==> src/rtl/des_iter_core_if.sv <==
// Block handshake bundle for des_iter_core: message/key/mode in, result out.
// Latency: none, this is wiring only.
// Backpressure: valid/ready on both sides; in_ready is driven by the core.
interface des_iter_core_if;
  logic        in_valid;
  logic        in_ready;
  logic [1:64] in_message;
  logic [1:64] in_key;
  logic        in_decrypt;
  logic        out_valid;
  logic        out_ready;
  logic [1:64] out_message;

  modport master (
    output in_valid, in_message, in_key, in_decrypt, out_ready,
    input  in_ready, out_valid, out_message
  );

  modport slave (
    input  in_valid, in_message, in_key, in_decrypt, out_ready,
    output in_ready, out_valid, out_message
  );
endinterface

==> src/rtl/des_iter_core.sv <==
// Iterative DES encrypt/decrypt core that runs ROUNDS_PER_CYCLE Feistel rounds per clock.
// Latency: 16/ROUNDS_PER_CYCLE + 1 cycles from the accept cycle to the first out_valid cycle.
// Backpressure: the result is held in DONE until out_ready; in_ready is low during ROUND and during a stalled DONE.
module des_iter_core #(
  parameter int ROUNDS_PER_CYCLE = 1
) (
  input logic clk,
  input logic rst,
  des_iter_core_if.slave bus
);

  if (!(ROUNDS_PER_CYCLE == 1 || ROUNDS_PER_CYCLE == 2 || ROUNDS_PER_CYCLE == 4 ||
        ROUNDS_PER_CYCLE == 8 || ROUNDS_PER_CYCLE == 16)) begin : g_bad_rounds
    $error("des_iter_core: ROUNDS_PER_CYCLE must be 1, 2, 4, 8 or 16");
  end

  // Table entry j is the source bit (FIPS numbering) of output bit j+1.
  localparam int IP_T [64] = '{58,50,42,34,26,18,10,2, 60,52,44,36,28,20,12,4,
                               62,54,46,38,30,22,14,6, 64,56,48,40,32,24,16,8,
                               57,49,41,33,25,17,9,1,  59,51,43,35,27,19,11,3,
                               61,53,45,37,29,21,13,5, 63,55,47,39,31,23,15,7};
  localparam int FP_T [64] = '{40,8,48,16,56,24,64,32, 39,7,47,15,55,23,63,31,
                               38,6,46,14,54,22,62,30, 37,5,45,13,53,21,61,29,
                               36,4,44,12,52,20,60,28, 35,3,43,11,51,19,59,27,
                               34,2,42,10,50,18,58,26, 33,1,41,9,49,17,57,25};
  localparam int E_T [48]  = '{32,1,2,3,4,5, 4,5,6,7,8,9, 8,9,10,11,12,13, 12,13,14,15,16,17,
                               16,17,18,19,20,21, 20,21,22,23,24,25, 24,25,26,27,28,29, 28,29,30,31,32,1};
  localparam int P_T [32]  = '{16,7,20,21,29,12,28,17, 1,15,23,26,5,18,31,10,
                               2,8,24,14,32,27,3,9, 19,13,30,6,22,11,4,25};
  localparam int PC1_T [56] = '{57,49,41,33,25,17,9, 1,58,50,42,34,26,18, 10,2,59,51,43,35,27,
                                19,11,3,60,52,44,36, 63,55,47,39,31,23,15, 7,62,54,46,38,30,22,
                                14,6,61,53,45,37,29, 21,13,5,28,20,12,4};
  localparam int PC2_T [48] = '{14,17,11,24,1,5, 3,28,15,6,21,10, 23,19,12,4,26,8, 16,7,27,20,13,2,
                                41,52,31,37,47,55, 30,40,51,45,33,48, 44,49,39,56,34,53, 46,42,50,36,29,32};
  // Each S-box is 64 nibbles, entry (row*16 + col) counted from the most significant nibble.
  localparam logic [255:0] SBOX [8] = '{
    256'hE4D12FB83A6C5907_0F74E2D1A6CB9538_41E8D62BFC973A50_FC8249175B3EA06D,
    256'hF18E6B34972DC05A_3D47F28EC01A69B5_0E7BA4D158C6932F_D8A13F42B67C05E9,
    256'hA09E63F51DC7B428_D709346A285ECBF1_D6498F30B12C5AE7_1AD069874FE3B52C,
    256'h7DE3069A1285BC4F_D8B56F03472C1AE9_A690CB7DF13E5284_3F06A1D8945BC72E,
    256'h2C417AB6853FD0E9_EB2C47D150FA3986_421BAD78F9C5630E_B8C71E2D6F09A453,
    256'hC1AF92680D34E75B_AF427C9561DE0B38_9EF528C3704A1DB6_432C95FABE17608D,
    256'h4B2EF08D3C975A61_D0B7491AE35C2F86_14BDC37EAF680592_6BD814A7950FE23C,
    256'hD2846FB1A93E50C7_1FD8A374C56B0E92_7B419CE206ADF358_21E74A8DFC90356B};
  // Bit i set: round i+1 shifts the key halves by one place instead of two.
  localparam logic [15:0] SHIFT1 = 16'h8103;

  typedef struct packed {
    logic [1:32] l;
    logic [1:32] r;
    logic [1:28] c;
    logic [1:28] d;
  } blk_t;

  typedef enum logic [1:0] {IDLE, ROUND, DONE} state_t;

  function automatic logic [1:64] perm_ip(input logic [1:64] v);
    logic [1:64] o;
    for (int j = 0; j < 64; j++) o[j+1] = v[IP_T[j]];
    return o;
  endfunction

  function automatic logic [1:64] perm_fp(input logic [1:64] v);
    logic [1:64] o;
    for (int j = 0; j < 64; j++) o[j+1] = v[FP_T[j]];
    return o;
  endfunction

  function automatic logic [1:56] perm_pc1(input logic [1:64] v);
    logic [1:56] o;
    for (int j = 0; j < 56; j++) o[j+1] = v[PC1_T[j]];
    return o;
  endfunction

  function automatic logic [1:48] perm_pc2(input logic [1:56] v);
    logic [1:48] o;
    for (int j = 0; j < 48; j++) o[j+1] = v[PC2_T[j]];
    return o;
  endfunction

  function automatic logic [1:28] rotl(input logic [1:28] v, input logic one);
    return one ? {v[2:28], v[1]} : {v[3:28], v[1:2]};
  endfunction

  function automatic logic [1:28] rotr(input logic [1:28] v, input logic one);
    return one ? {v[28], v[1:27]} : {v[27:28], v[1:26]};
  endfunction

  function automatic logic [1:32] feistel(input logic [1:32] r, input logic [1:48] k);
    logic [1:48] x;
    logic [1:32] s;
    logic [1:32] o;
    logic [5:0]  b;
    for (int j = 0; j < 48; j++) x[j+1] = r[E_T[j]];
    x = x ^ k;
    for (int i = 0; i < 8; i++) begin
      b = x[6*i+1 +: 6];
      s[4*i+1 +: 4] = SBOX[i][255 - 4*int'({b[5], b[0], b[4:1]}) -: 4];
    end
    for (int j = 0; j < 32; j++) o[j+1] = s[P_T[j]];
    return o;
  endfunction

  // Encrypt rotates left before the round; decrypt starts at K16 and rotates right after it.
  function automatic blk_t des_round(input blk_t s, input logic [3:0] idx, input logic dec);
    blk_t o;
    logic [1:28] c;
    logic [1:28] d;
    c = s.c;
    d = s.d;
    if (!dec) begin
      c = rotl(c, SHIFT1[idx]);
      d = rotl(d, SHIFT1[idx]);
    end
    o.l = s.r;
    o.r = s.l ^ feistel(s.r, perm_pc2({c, d}));
    if (dec) begin
      c = rotr(c, SHIFT1[4'd15 - idx]);
      d = rotr(d, SHIFT1[4'd15 - idx]);
    end
    o.c = c;
    o.d = d;
    return o;
  endfunction

  state_t      state;
  state_t      state_nxt;
  blk_t        blk;
  blk_t        nxt;
  logic        mode_dec;
  logic [3:0]  rnd;
  logic        valid_reg;
  logic [1:64] result;
  logic        accept;
  logic        last;

  assign bus.in_ready    = (state == IDLE) || (state == DONE && bus.out_ready);
  assign bus.out_valid   = valid_reg;
  assign bus.out_message = result;
  assign accept          = bus.in_valid && bus.in_ready;
  assign last            = ({1'b0, rnd} + 5'(ROUNDS_PER_CYCLE)) == 5'd16;

  // Chain this cycle's group of rounds starting at round index rnd.
  always_comb begin
    nxt = blk;
    for (int k = 0; k < ROUNDS_PER_CYCLE; k++) begin
      nxt = des_round(nxt, rnd + 4'(k), mode_dec);
    end
  end

  // State register.
  always_ff @(posedge clk) begin
    if (rst) state <= IDLE;
    else     state <= state_nxt;
  end

  // Next-state: a release from DONE may coincide with the next accept.
  always_comb begin
    state_nxt = state;
    case (state)
      IDLE:    if (accept) state_nxt = ROUND;
      ROUND:   if (last) state_nxt = DONE;
      DONE:    if (bus.out_ready) state_nxt = accept ? ROUND : IDLE;
      default: state_nxt = IDLE;
    endcase
  end

  // Datapath: latch on accept, iterate in ROUND, publish and hold the result.
  always_ff @(posedge clk) begin
    if (rst) begin
      blk       <= '0;
      mode_dec  <= 1'b0;
      rnd       <= 4'd0;
      valid_reg <= 1'b0;
      result    <= '0;
    end else begin
      if (accept) begin
        blk      <= {perm_ip(bus.in_message), perm_pc1(bus.in_key)};
        mode_dec <= bus.in_decrypt;
        rnd      <= 4'd0;
      end else if (state == ROUND) begin
        blk <= nxt;
        rnd <= rnd + 4'(ROUNDS_PER_CYCLE);
      end
      if (state == ROUND && last) begin
        valid_reg <= 1'b1;
        result    <= perm_fp({nxt.r, nxt.l});
      end else if (state == DONE && bus.out_ready) begin
        valid_reg <= 1'b0;
      end
    end
  end

endmodule

==> src/flat_wrapper.sv <==
// flat-port wrapper written by rule: the top's interface ports become plain ports
module des_iter_core_flat 
#(
  parameter int ROUNDS_PER_CYCLE = 1
)
  (clk, rst, bus_in_valid, bus_in_message, bus_in_key, bus_in_decrypt, bus_out_ready, bus_in_ready, bus_out_valid, bus_out_message);
  des_iter_core_if bus_i ();
  input logic clk;
  input logic rst;
  input wire logic [$bits(bus_i.in_valid)-1:0] bus_in_valid;
  input wire logic [$bits(bus_i.in_message)-1:0] bus_in_message;
  input wire logic [$bits(bus_i.in_key)-1:0] bus_in_key;
  input wire logic [$bits(bus_i.in_decrypt)-1:0] bus_in_decrypt;
  input wire logic [$bits(bus_i.out_ready)-1:0] bus_out_ready;
  output wire logic [$bits(bus_i.in_ready)-1:0] bus_in_ready;
  output wire logic [$bits(bus_i.out_valid)-1:0] bus_out_valid;
  output wire logic [$bits(bus_i.out_message)-1:0] bus_out_message;
  assign bus_i.in_valid = bus_in_valid;
  assign bus_i.in_message = bus_in_message;
  assign bus_i.in_key = bus_in_key;
  assign bus_i.in_decrypt = bus_in_decrypt;
  assign bus_i.out_ready = bus_out_ready;
  assign bus_in_ready = bus_i.in_ready;
  assign bus_out_valid = bus_i.out_valid;
  assign bus_out_message = bus_i.out_message;
  des_iter_core #(.ROUNDS_PER_CYCLE(ROUNDS_PER_CYCLE)) u_core (.clk(clk), .rst(rst), .bus(bus_i));
endmodule
==> config.mk <==
export PLATFORM = sky130hd
export DESIGN_NAME = des_iter_core_flat
export DESIGN_NICKNAME = d
export VERILOG_FILES = /design/src/rtl/des_iter_core_if.sv /design/src/rtl/des_iter_core.sv /design/src/flat_wrapper.sv
export SDC_FILE = /design/constraint.sdc
export NUM_CORES = 1
export LEC_CHECK = 0
export ABC_AREA = 1
export CAP_MARGIN = 20
export CORE_MARGIN = 5
export CORE_UTILIZATION = 60
export CTS_BUF_LIST = sky130_fd_sc_hd__clkbuf_8
export DETAILED_ROUTE_END_ITERATION = 6
export DONT_BUFFER_PORTS = 1
export PLACE_DENSITY = 0.76
export SYNTH_ARGS = -nofsm -noshare
export SYNTH_HDL_FRONTEND = slang
export SYNTH_SLANG_ARGS = --single-unit
==> constraint.sdc <==
create_clock -name clk -period 2.78 [get_ports clk]
set_input_delay 0.139 -clock clk [delete_from_list [all_inputs] [get_ports clk]]
set_output_delay 0.139 -clock clk [all_outputs]
set_load 0.02 [all_outputs]
[Yosys cells after proc, flatten, opt, wreduce, memory -nomap -nowiden]
Memory sizes are Yosys's and may differ from the RTL's. A register that Yosys moved wholly into a read port is not among the register bits.
Index checks and enable logic that the tools add are counted.
Word-level totals
  register bits after elaboration: 192
  ROM bits: 32
  bits of input ports: 133
  output and inout bits: 66
  word-level logic and storage cells: 70
  memories kept: 2
Operators by class
  add/sub/neg operators: 11
  order comparisons: 2
  equal/unequal tests: 6
  shifts and indexed selects: 8
  multiplexer cells: 21
  bitwise gates (word level): 2
  reductions and logical operators: 9
Memories
  (name not given): depth 16, width 1, read ports 1, clocked after Yosys merged registers in 0, wr ports 0, RTL line des_iter_core.sv:118  | c = rotr(c, SHIFT1[4'd15 - idx]);
  (name not given): depth 16, width 1, read ports 1, clocked after Yosys merged registers in 1, wr ports 0, RTL line des_iter_core.sv:112  | c = rotl(c, SHIFT1[idx]);
Operators with widths (number)
  $shiftx A259 B32 Y4 const A: 8
  $mux W120: 2
  $mux W28: 8
  $sub A8 B8 Y9 const A: 8
  $xor A48 B48 Y48: 1
  $xor A32 B32 Y32: 1
  $lt A4 B5 Y1 const B: 2
  $mux W4: 2
  $mux W2: 3
  $pmux W2 S3: 1
  $add A4 B1 Y5 const B: 1
  $eq A5 B5 Y1 const B: 1
  $mux W1: 5
  $add A4 B1 Y4 const B: 1
  $ne A2 B1 Y1 const B: 2
  $reduce_bool A2 Y1: 2
  $sub A4 B4 Y4 const A: 1
  $logic_and A1 B1 Y1: 3
  $reduce_and A3 Y1: 1
  $eq A2 B1 Y1 const B: 1
  $eq A2 B2 Y1 const B: 1
  $logic_not A2 Y1: 1
  $ne A2 B2 Y1 const B: 1
  $reduce_or A2 Y1: 1
  $logic_or A1 B1 Y1: 1

[Depth between registers and ports, before layout]
Gate-level depths: netlist (run 1).
  depth after elaboration: 10
  depth in mapped cells: 23
  mapped depth without buffers: 21

[Worst setup path after synthesis (run 1)]
OpenSTA, ideal clock, no wires.
  path kind: reg2reg
  from: reg u_core.mode_dec
  to: reg u_core.result, in the netlist u_core.bus.out_message[28]
  library setup time: 0.109 ns
  arrival: 2.377 ns
  required time: 2.671 ns
  slack: 0.294 ns
  cell stages (with the launch flop): 21
  path buffers: 3
  period minus slack after synthesis: 2.486 ns
  cell sequence: dfxtp_1 > buf_6 > inv_4 > buf_12 > buf_6 > nand3_1 > nand2_1 > nand2_1 > nand2_1 > inv_1 > ha_1 > inv_1 > nand2_1 > nand3_1 > nand3_1 > nand3_1 > nand3b_1 > nand2_1 > nand2_1 > nand2_1 > inv_1
Between the ends
  cells in the longest elaborated chain, start to end: 5
Ends and longest elaborated chain
  start, declared: RTL line des_iter_core.sv:130  | logic mode_dec;
  start signal, assigned: RTL line des_iter_core.sv:179  | mode_dec <= bus.in_decrypt;
  $mux W28: RTL line des_iter_core.sv:111  | if (!dec) begin
  $xor A48 B48 Y48: RTL line des_iter_core.sv:95  | x = x ^ k;
  $sub A8 B8 Y9: RTL line des_iter_core.sv:98  | s[4*i+1 +: 4] = SBOX[i][255 - 4*int'({b[5], b[0], b[4:1]}) -: 4];
  $shiftx A259 B32 Y4: RTL line des_iter_core.sv:98
  $xor A32 B32 Y32: RTL line des_iter_core.sv:116  | o.r = s.l ^ feistel(s.r, perm_pc2({c, d}));
  end signal, assigned: RTL line des_iter_core.sv:187  | result <= perm_fp({nxt.r, nxt.l});
  end, declared: RTL line des_iter_core.sv:133  | logic [1:64] result;
Every way passes these cells.
A chain may end at the register's enable or synchronous reset.

[Worst setup path in the final report (run 1)]
  from: reg u_core.mode_dec
  to: reg u_core.result, in the netlist u_core.bus.out_message[54]
The elaborated chain is that of the path after synthesis.

==> impl_metrics.prom, run 1 <==
# TYPE chip_impl_metric gauge
chip_impl_info{name="run_status",value="finished with violations"} 1
chip_impl_info{name="failed_checks",value="DRC"} 1
chip_impl_metric{name="ir_drop",unit="uV"} 426
chip_impl_info{name="timing.critical_path.slowest_stage_cell",value="dfxtp_4"} 1
chip_impl_info{name="tritoncts",value="built"} 1
chip_impl_metric{name="async_reset_ff_share",unit="%"} 0
chip_impl_metric{name="pre_repair_dr_iteration_count",unit=""} 7
chip_impl_info{name="crit-reg2reg-launch",value="u_core.mode_dec"} 1
chip_impl_metric{name="layout.cell_area.non_filler",unit="um^2"} 18800
chip_impl_metric{name="clk_pin_slew_worst_paths",unit="ns"} 0.12
chip_impl_metric{name="fp.dieArea",unit="um^2"} 30300
chip_impl_metric{name="fraction_of_final_layout_cells_with_drive_strength_greater_than_1",unit="%"} 11.2
chip_impl_info{name="clock-root-buffer",value="clkbuf_8"} 1
chip_impl_metric{name="synth_seq_cells",unit=""} 193
chip_impl_metric{name="setup_viol",unit=""} 0
chip_impl_info{name="start_kind",value="flip-flop"} 1
chip_impl_metric{name="route.detailed.wl_per_inst",unit="um"} 19.8
chip_impl_metric{name="globalRoute.totalOverflow",unit=""} 0
chip_impl_metric{name="place.gp.congestion",unit=""} 0.975
chip_impl_metric{name="f_max",unit="GHz"} 0.376
chip_impl_metric{name="vias_in_the_first_global_route",unit=""} 18149
chip_impl_metric{name="netlist_cell_types",unit=""} 41
chip_impl_metric{name="design.portCount",unit=""} 199
chip_impl_metric{name="detail-route-antenna-nets",unit=""} 0
chip_impl_metric{name="floorplan.die.width",unit="um"} 174
chip_impl_metric{name="crit_path_max_incr_delay",unit="ns"} 0.41
chip_impl_metric{name="rows",unit=""} 60
chip_impl_metric{name="detailed_place.area",unit="um^2"} 16800
chip_impl_metric{name="vias",unit=""} 19557
chip_impl_metric{name="powerDensity",unit="nW/um^2"} 674
chip_impl_metric{name="buffer_ports.inserted",unit=""} 0
chip_impl_metric{name="post_synth.cell_area_avg",unit="um^2"} 5.97
chip_impl_metric{name="routed_via_density",unit=""} 6.17
chip_impl_metric{name="fillerInstances",unit=""} 2340
chip_impl_metric{name="timing.final.hold_violations",unit=""} 0
chip_impl_info{name="yosys.area.top_type",value="dfxtp_1"} 1
chip_impl_metric{name="cp.required",unit="ns"} 3.21
chip_impl_metric{name="synthesized_net_count",unit=""} 2905
chip_impl_info{name="setup_repair_after_global_routing_missed_its_margin",value="true"} 1
chip_impl_metric{name="drt-total-wl",unit="mm"} 62.8
chip_impl_metric{name="first_pass_grt_wire_length",unit="mm"} 96.9
chip_impl_metric{name="p_leak",unit="nW"} 8.86
chip_impl_info{name="cp_common_cell",value="nand2_1"} 1
chip_impl_metric{name="synth-edff-count",unit=""} 0
chip_impl_metric{name="yosysTopAreaCellShare",unit="%"} 23.9
chip_impl_metric{name="ys.warnings.count",unit=""} 0
chip_impl_metric{name="final-instance-count-excl-fill",unit=""} 3170
chip_impl_metric{name="clock_skew",unit="ns"} 0.0296
chip_impl_metric{name="crit_arrival",unit="ns"} 3.09
chip_impl_metric{name="maximum_capacitance_violations",unit=""} 0
chip_impl_info{name="critical_path.endpoint_type",value="flip-flop"} 1
chip_impl_metric{name="period_share",unit="%"} 95.7
chip_impl_metric{name="fp.dieH",unit="um"} 174
chip_impl_info{name="synth_ff_type",value="dfxtp_1"} 1
chip_impl_metric{name="worstPathMaxFanout",unit=""} 17
chip_impl_info{name="min_from",value="rst"} 1
chip_impl_info{name="setup.worst_path.start",value="u_core.mode_dec"} 1
chip_impl_metric{name="cts_buffer_depth",unit=""} 2
chip_impl_metric{name="dp.cells",unit=""} 3012
chip_impl_metric{name="setup_buffers_after_cts",unit=""} 0
chip_impl_metric{name="worst_case_hold_slack",unit="ns"} 0.0422
chip_impl_metric{name="tightestPinTransition",unit="ns"} 0.857
chip_impl_metric{name="post_synth_inst_count",unit=""} 2708
chip_impl_metric{name="largest_net_degree_at_the_start_of_global_routing",unit=""} 107
chip_impl_metric{name="cts_sinks",unit=""} 193
chip_impl_metric{name="grt.total_usage",unit="%"} 39.6
chip_impl_info{name="criticalPathCategory",value="reg -> reg"} 1
chip_impl_metric{name="flow.area_growth_from_synthesis",unit="%"} 16.5
chip_impl_metric{name="seq_area",unit="um^2"} 3870
chip_impl_metric{name="synth_seq_area_share",unit="%"} 23.9
chip_impl_metric{name="initial_core_util",unit="%"} 60.5
chip_impl_metric{name="detailedPlace.worstSlack",unit="ns"} 0.0477
chip_impl_info{name="hold_path_class",value="in -> reg"} 1
chip_impl_metric{name="path_buf_inv",unit=""} 4
chip_impl_info{name="ys_top_cells_by_area",value="dfxtp_1, nand2_1, nand3_1"} 1
chip_impl_metric{name="mappedNetlistArea",unit="um^2"} 16200
chip_impl_info{name="path_delay_family",value="simple AND/OR/NAND/NOR gates"} 1
chip_impl_metric{name="htree_levels",unit=""} 4
chip_impl_info{name="final_cell_mix",value="nand2_1, nand3_1, inv_1"} 1
chip_impl_metric{name="timing.max_slew.rel_slack",unit="%"} 42.9
chip_impl_metric{name="cts-buffers-inserted",unit=""} 17
chip_impl_metric{name="total_area_of_multi_input_combinational_cells",unit="um^2"} 10800
chip_impl_metric{name="antenna_found_initial",unit=""} 3
chip_impl_metric{name="drc_errors",unit=""} 2
chip_impl_info{name="mostFrequentLayoutCell",value="nand2_1"} 1
chip_impl_metric{name="final_max_slew_viol_count",unit=""} 0
chip_impl_metric{name="standard_cell_core_area",unit="um^2"} 26700
chip_impl_metric{name="detail_route.iter0.violations",unit=""} 2514
chip_impl_metric{name="final_period_minus_worst_setup_slack",unit="ns"} 2.66
chip_impl_metric{name="worstSkewPairLatency",unit="ns"} 0.53
chip_impl_metric{name="dp_hpwl",unit="mm"} 45.2
chip_impl_info{name="critical_path.cell_chain",value="inv_8 -> buf_12 -> buf_12 -> nand3_2 -> nand2_1 -> nand2_1 -> nand2_2 -> nand2_1 -> nand3_1 -> nand3_1 -> nand3_1 -> nand3_1 -> nand2_2 -> nand2_1 -> nand2_1 -> inv_1"} 1
chip_impl_metric{name="layout.nets",unit=""} 3011
chip_impl_metric{name="layout_setup_ws",unit="ns"} 0.119
-- worst paths after layout --
kind / endpoint / slack, ns / depth (start not counted)
setup / recovery: u_core.bus.out_message[54] / 0.12 / 16
hold / removal: u_core.blk[119] / 0.04 / 2
setup reg to reg: u_core.bus.out_message[54] / 0.12 / 16
hold reg to reg: u_core.state[1] / 0.54 / 2
-- registers in the layout, indices dropped and copies added, names as in the netlist, named ones only --
register                cells
u_core.bus.out_message     64
u_core.state                2
u_core.rnd                  4
u_core.blk                120
u_core.bus.out_valid        1
u_core.mode_dec             1
-- final cells by class --
type,instances,share of cell area [%]
sequential,193,20.5
tap,341,2.26
multi-input combinational,2094,57.3
clock buffer,17,1.24
timing repair buffer,234,12.0
clock inverter,15,1.07
antenna,2,0.0266
inverter,274,5.55
-- Yosys cell counts (all sizes together) (3+ instances only) --
cell and number:
o221ai 16, xor2 23, nand2 923, nor3 9, nor2 184, o21ai 243
o211ai 5, ha 64, buf 62, dfxtp 193, nand3 419, clkbuf 85
nand3b 8, a221oi 32, a31oi 48, a41oi 16, inv 270, o311ai 3
clkinv 4, a21oi 96
-- worst register-to-register path, delay by kind of cell (launching register included) --
kind	cells	cell delay [ns]
simple gates	12	1.65
buf+inv	4	0.50
flops	1	0.41
-- stage by stage --
stage | setup TNS [ns] | power, mW | utilization, %
floorplan | 0 | 8.03 | -
global placement | 0 | 9.93 | 62.9
detailed placement | 0 | 10.0 | 62.9
CTS | 0 | 12.2 | 69.2
global route | -0.133 | 13.6 | 70.5
finish | 0 | 12.7 | 70.5
-- timing repair --
action / 4_1_cts / 5_1_grt
hold buffers: 123 / 0
endpoints found under the setup margin: 0 / 60
hold endpoints to repair: 160 / 0
gates resized for setup: 0 / 82
-- per-layer routing --
metal  up-vias  GRT usage (%)  share of wire, %
li1       9099              -                 -
met1      8922           47.5                37
met2      1278           65.4                46
met3       256           6.96               9.2
met4         2           25.4               7.4
met5         -              0             0.021
-- where the power goes --
part / internal (mW) / switching (mW)
Sequential: 2.98 / 0.227
Combinational: 2.47 / 4.94
Clock: 0.710 / 1.36
-- cells by family after synthesis --
logic type | Yosys count | share of synthesized area (%)
buffers and inverters | 421 | 11.2
flip-flops | 193 | 23.9
AND/OR/NAND/NOR | 1546 | 40.7
AO/OA/AOI/OAI | 461 | 16.7
adder cells (fa/ha/maj) | 64 | 4.95
XOR/XNOR | 23 | 2.55
Note: power is estimated with default switching activity, not from simulation.
==> run 2: changes to the inputs <==
Settings changed: CORE_UTILIZATION 60 to 42, CTS_CLUSTER_DIAMETER set to 50, PLACE_DENSITY 0.76 to unset.
==> impl_metrics.prom, run 2 (same netlist as run 1, synthesis figures left out) <==
# TYPE chip_impl_metric gauge
chip_impl_info{name="run_status",value="completed"} 1
chip_impl_metric{name="layout.nets",unit=""} 3044
chip_impl_metric{name="vias_in_the_first_global_route",unit=""} 17506
chip_impl_metric{name="power_switching",unit="mW"} 6.54
chip_impl_metric{name="place.gp.congestion",unit=""} 0.957
chip_impl_metric{name="largest_register_ffs",unit=""} 120
chip_impl_metric{name="f_max",unit="GHz"} 0.379
chip_impl_metric{name="period_share",unit="%"} 94.9
chip_impl_metric{name="dp_hpwl",unit="mm"} 49.8
chip_impl_info{name="clock-root-buffer",value="clkbuf_8"} 1
chip_impl_metric{name="worstPathMaxFanout",unit=""} 28
chip_impl_metric{name="clock_skew",unit="ns"} 0.0244
chip_impl_metric{name="fraction_of_final_layout_cells_with_drive_strength_greater_than_1",unit="%"} 12.0
chip_impl_metric{name="ir_drop",unit="uV"} 370
chip_impl_metric{name="powerDensity",unit="nW/um^2"} 664
chip_impl_metric{name="routed_via_density",unit=""} 5.59
chip_impl_metric{name="grt.total_usage",unit="%"} 30.2
chip_impl_metric{name="drt-total-wl",unit="mm"} 66.3
chip_impl_metric{name="cts_buffer_depth",unit=""} 2
chip_impl_metric{name="postLayoutCoreUtil",unit="%"} 51.0
chip_impl_metric{name="route.detailed.wl_per_inst",unit="um"} 19.7
chip_impl_metric{name="detailedPlace.worstSlack",unit="ns"} 0.0361
chip_impl_metric{name="power.share.clock",unit="%"} 15.9
chip_impl_metric{name="total_area_of_multi_input_combinational_cells",unit="um^2"} 10800
chip_impl_metric{name="cts-buffers-inserted",unit=""} 17
chip_impl_metric{name="clk_pin_slew_worst_paths",unit="ns"} 0.13
chip_impl_info{name="setup_repair_after_global_routing_missed_its_margin",value="true"} 1
chip_impl_metric{name="rows",unit=""} 71
chip_impl_metric{name="antenna_found_initial",unit=""} 1
chip_impl_metric{name="flow.area_growth_from_synthesis",unit="%"} 19.3
chip_impl_metric{name="dp.cells",unit=""} 3212
chip_impl_metric{name="buffer_ports.inserted",unit=""} 0
chip_impl_metric{name="initial_core_util",unit="%"} 42.7
chip_impl_metric{name="timing.final.hold_violations",unit=""} 0
chip_impl_metric{name="drc_errors",unit=""} 0
chip_impl_metric{name="p_leak",unit="nW"} 9.00
chip_impl_metric{name="design.portCount",unit=""} 199
chip_impl_metric{name="detail_route.iter0.violations",unit=""} 1777
chip_impl_metric{name="layout_setup_ws",unit="ns"} 0.143
chip_impl_metric{name="globalRoute.totalOverflow",unit=""} 0
chip_impl_metric{name="largest_net_degree_at_the_start_of_global_routing",unit=""} 107
chip_impl_info{name="hold_path_class",value="in -> reg"} 1
chip_impl_metric{name="fp.dieArea",unit="um^2"} 42500
chip_impl_info{name="mostFrequentLayoutCell",value="nand2_1"} 1
chip_impl_metric{name="maximum_capacitance_violations",unit=""} 0
chip_impl_metric{name="internal-power",unit="mW"} 6.26
chip_impl_metric{name="timing.max_slew.rel_slack",unit="%"} 42.8
chip_impl_info{name="tritoncts",value="built"} 1
chip_impl_metric{name="first_pass_grt_wire_length",unit="mm"} 100
chip_impl_metric{name="pre_repair_dr_iteration_count",unit=""} 6
chip_impl_metric{name="seq_area",unit="um^2"} 3870
chip_impl_info{name="final_cell_mix",value="nand2_1, nand3_1, inv_1"} 1
chip_impl_info{name="critical_path.endpoint_type",value="flip-flop"} 1
chip_impl_metric{name="detailed_place.area",unit="um^2"} 17300
chip_impl_metric{name="cts_sinks",unit=""} 193
chip_impl_metric{name="cp.required",unit="ns"} 3.21
chip_impl_info{name="criticalPathCategory",value="reg -> reg"} 1
chip_impl_metric{name="detail-route-antenna-nets",unit=""} 0
chip_impl_metric{name="fillerInstances",unit=""} 4004
chip_impl_metric{name="layout.cell_area.non_filler",unit="um^2"} 19300
chip_impl_metric{name="switching_share",unit="%"} 51.1
chip_impl_metric{name="standard_cell_core_area",unit="um^2"} 37800
chip_impl_metric{name="vias",unit=""} 18866
chip_impl_metric{name="p_comb_share",unit="%"} 59.1
chip_impl_metric{name="floorplan.die.width",unit="um"} 206
chip_impl_info{name="start_kind",value="flip-flop"} 1
chip_impl_metric{name="tightestPinTransition",unit="ns"} 0.858
chip_impl_info{name="register_with_the_most_flip_flops",value="u_core.blk"} 1
chip_impl_metric{name="tns",unit="ns"} 0
chip_impl_metric{name="final_period_minus_worst_setup_slack",unit="ns"} 2.64
chip_impl_metric{name="seqPwrFrac",unit="%"} 25.0
chip_impl_metric{name="worstSkewPairLatency",unit="ns"} 0.54
chip_impl_metric{name="final_max_slew_viol_count",unit=""} 0
chip_impl_metric{name="setup_viol",unit=""} 0
chip_impl_metric{name="htree_levels",unit=""} 4
chip_impl_metric{name="crit_arrival",unit="ns"} 3.07
chip_impl_metric{name="fp.dieH",unit="um"} 206
chip_impl_metric{name="final-instance-count-excl-fill",unit=""} 3372
==> run 2: cell types whose count changed in the layout (fill, tap and decap cells not counted), sizes merged <==
| cell | before | now |
|---|---|---|
| buf | 111 | 142 |
| clkinvlp | 0 | 3 |
| inv | 277 | 274 |
| clkbuf | 18 | 19 |
| clkinv | 12 | 13 |
| diode | 2 | 1 |
==> run 2: final cells by class <==
cell class	instances	share of cell area, %
Sequential cell	193	20.1
Clock inverter	15	0.979
Tap cell	511	3.31
Timing Repair Buffer	266	13.1
Antenna cell	1	0.0130
Inverter	274	5.49
Clock buffer	17	1.21
Multi-Input combinational cell	2094	55.8
Timing Repair inverter	1	0.0389
==> run 2: critical path, cell delays in order (launching register included) <==
cell,delay (ns)
dfxtp_2,0.42
buf_12,0.20
buf_6,0.19
buf_4,0.19
nand2_1,0.11
nand3_1,0.11
nand2_2,0.08
inv_1,0.30
nand3_1,0.14
nand3_1,0.12
nand3_1,0.11
nand2_1,0.09
nand2_1,0.04
nand2_1,0.08
nand2_1,0.08
a21oi_1,0.27
==> run 2: through the flow <==
stage               hold WS, ns  power [mW]
floorplan                 0.294        8.03
global placement          0.221        10.3
detailed placement        0.224        10.3
CTS                     0.00193        12.5
global route             0.0254        13.8
finish                   0.0168        12.8
==> run 2: worst paths after layout <==
check	startpoint	end	slack [ns]	depth (start not counted)
worst max-delay path	u_core.mode_dec	u_core.blk[72]	0.14	15
worst min-delay path	rst	u_core.bus.out_message[19]	0.02	4
worst max register to register	u_core.mode_dec	u_core.blk[72]	0.14	15
worst min register to register	u_core.state[1]	u_core.state[1]	0.55	2
==> run 2: power groups by stage <==
stage / Sequential [mW] / Clock (mW) / Combinational, mW
finish: 3.20 / 2.03 / 7.57
global placement: 3.25 / 0 / 7.05
CTS: 3.19 / 2.05 / 7.27
global route: 3.22 / 2.15 / 8.39
floorplan: 3.18 / 0 / 4.85
detailed placement: 3.25 / 0 / 7.07
==> run 2: layer usage <==
metal	wire [um]	share of wire [%]	vias to the layer above	track usage (%)
met5	0	0	-	0
met4	3090	4.7	0	13.7
met3	4520	6.8	132	3.99
met2	31300	47	751	50.6
met1	27400	41	8811	38.8
li1	-	-	9172	-
==> run 2: timing repair <==
action / in CTS / in global routing
hold endpoints to repair: 161 / 0
gates resized for setup: 1 / 75
endpoints found under the setup margin: 1 / 57
gates cloned: 0 / 3
hold buffers: 123 / 0
buffers inserted: 0 / 1
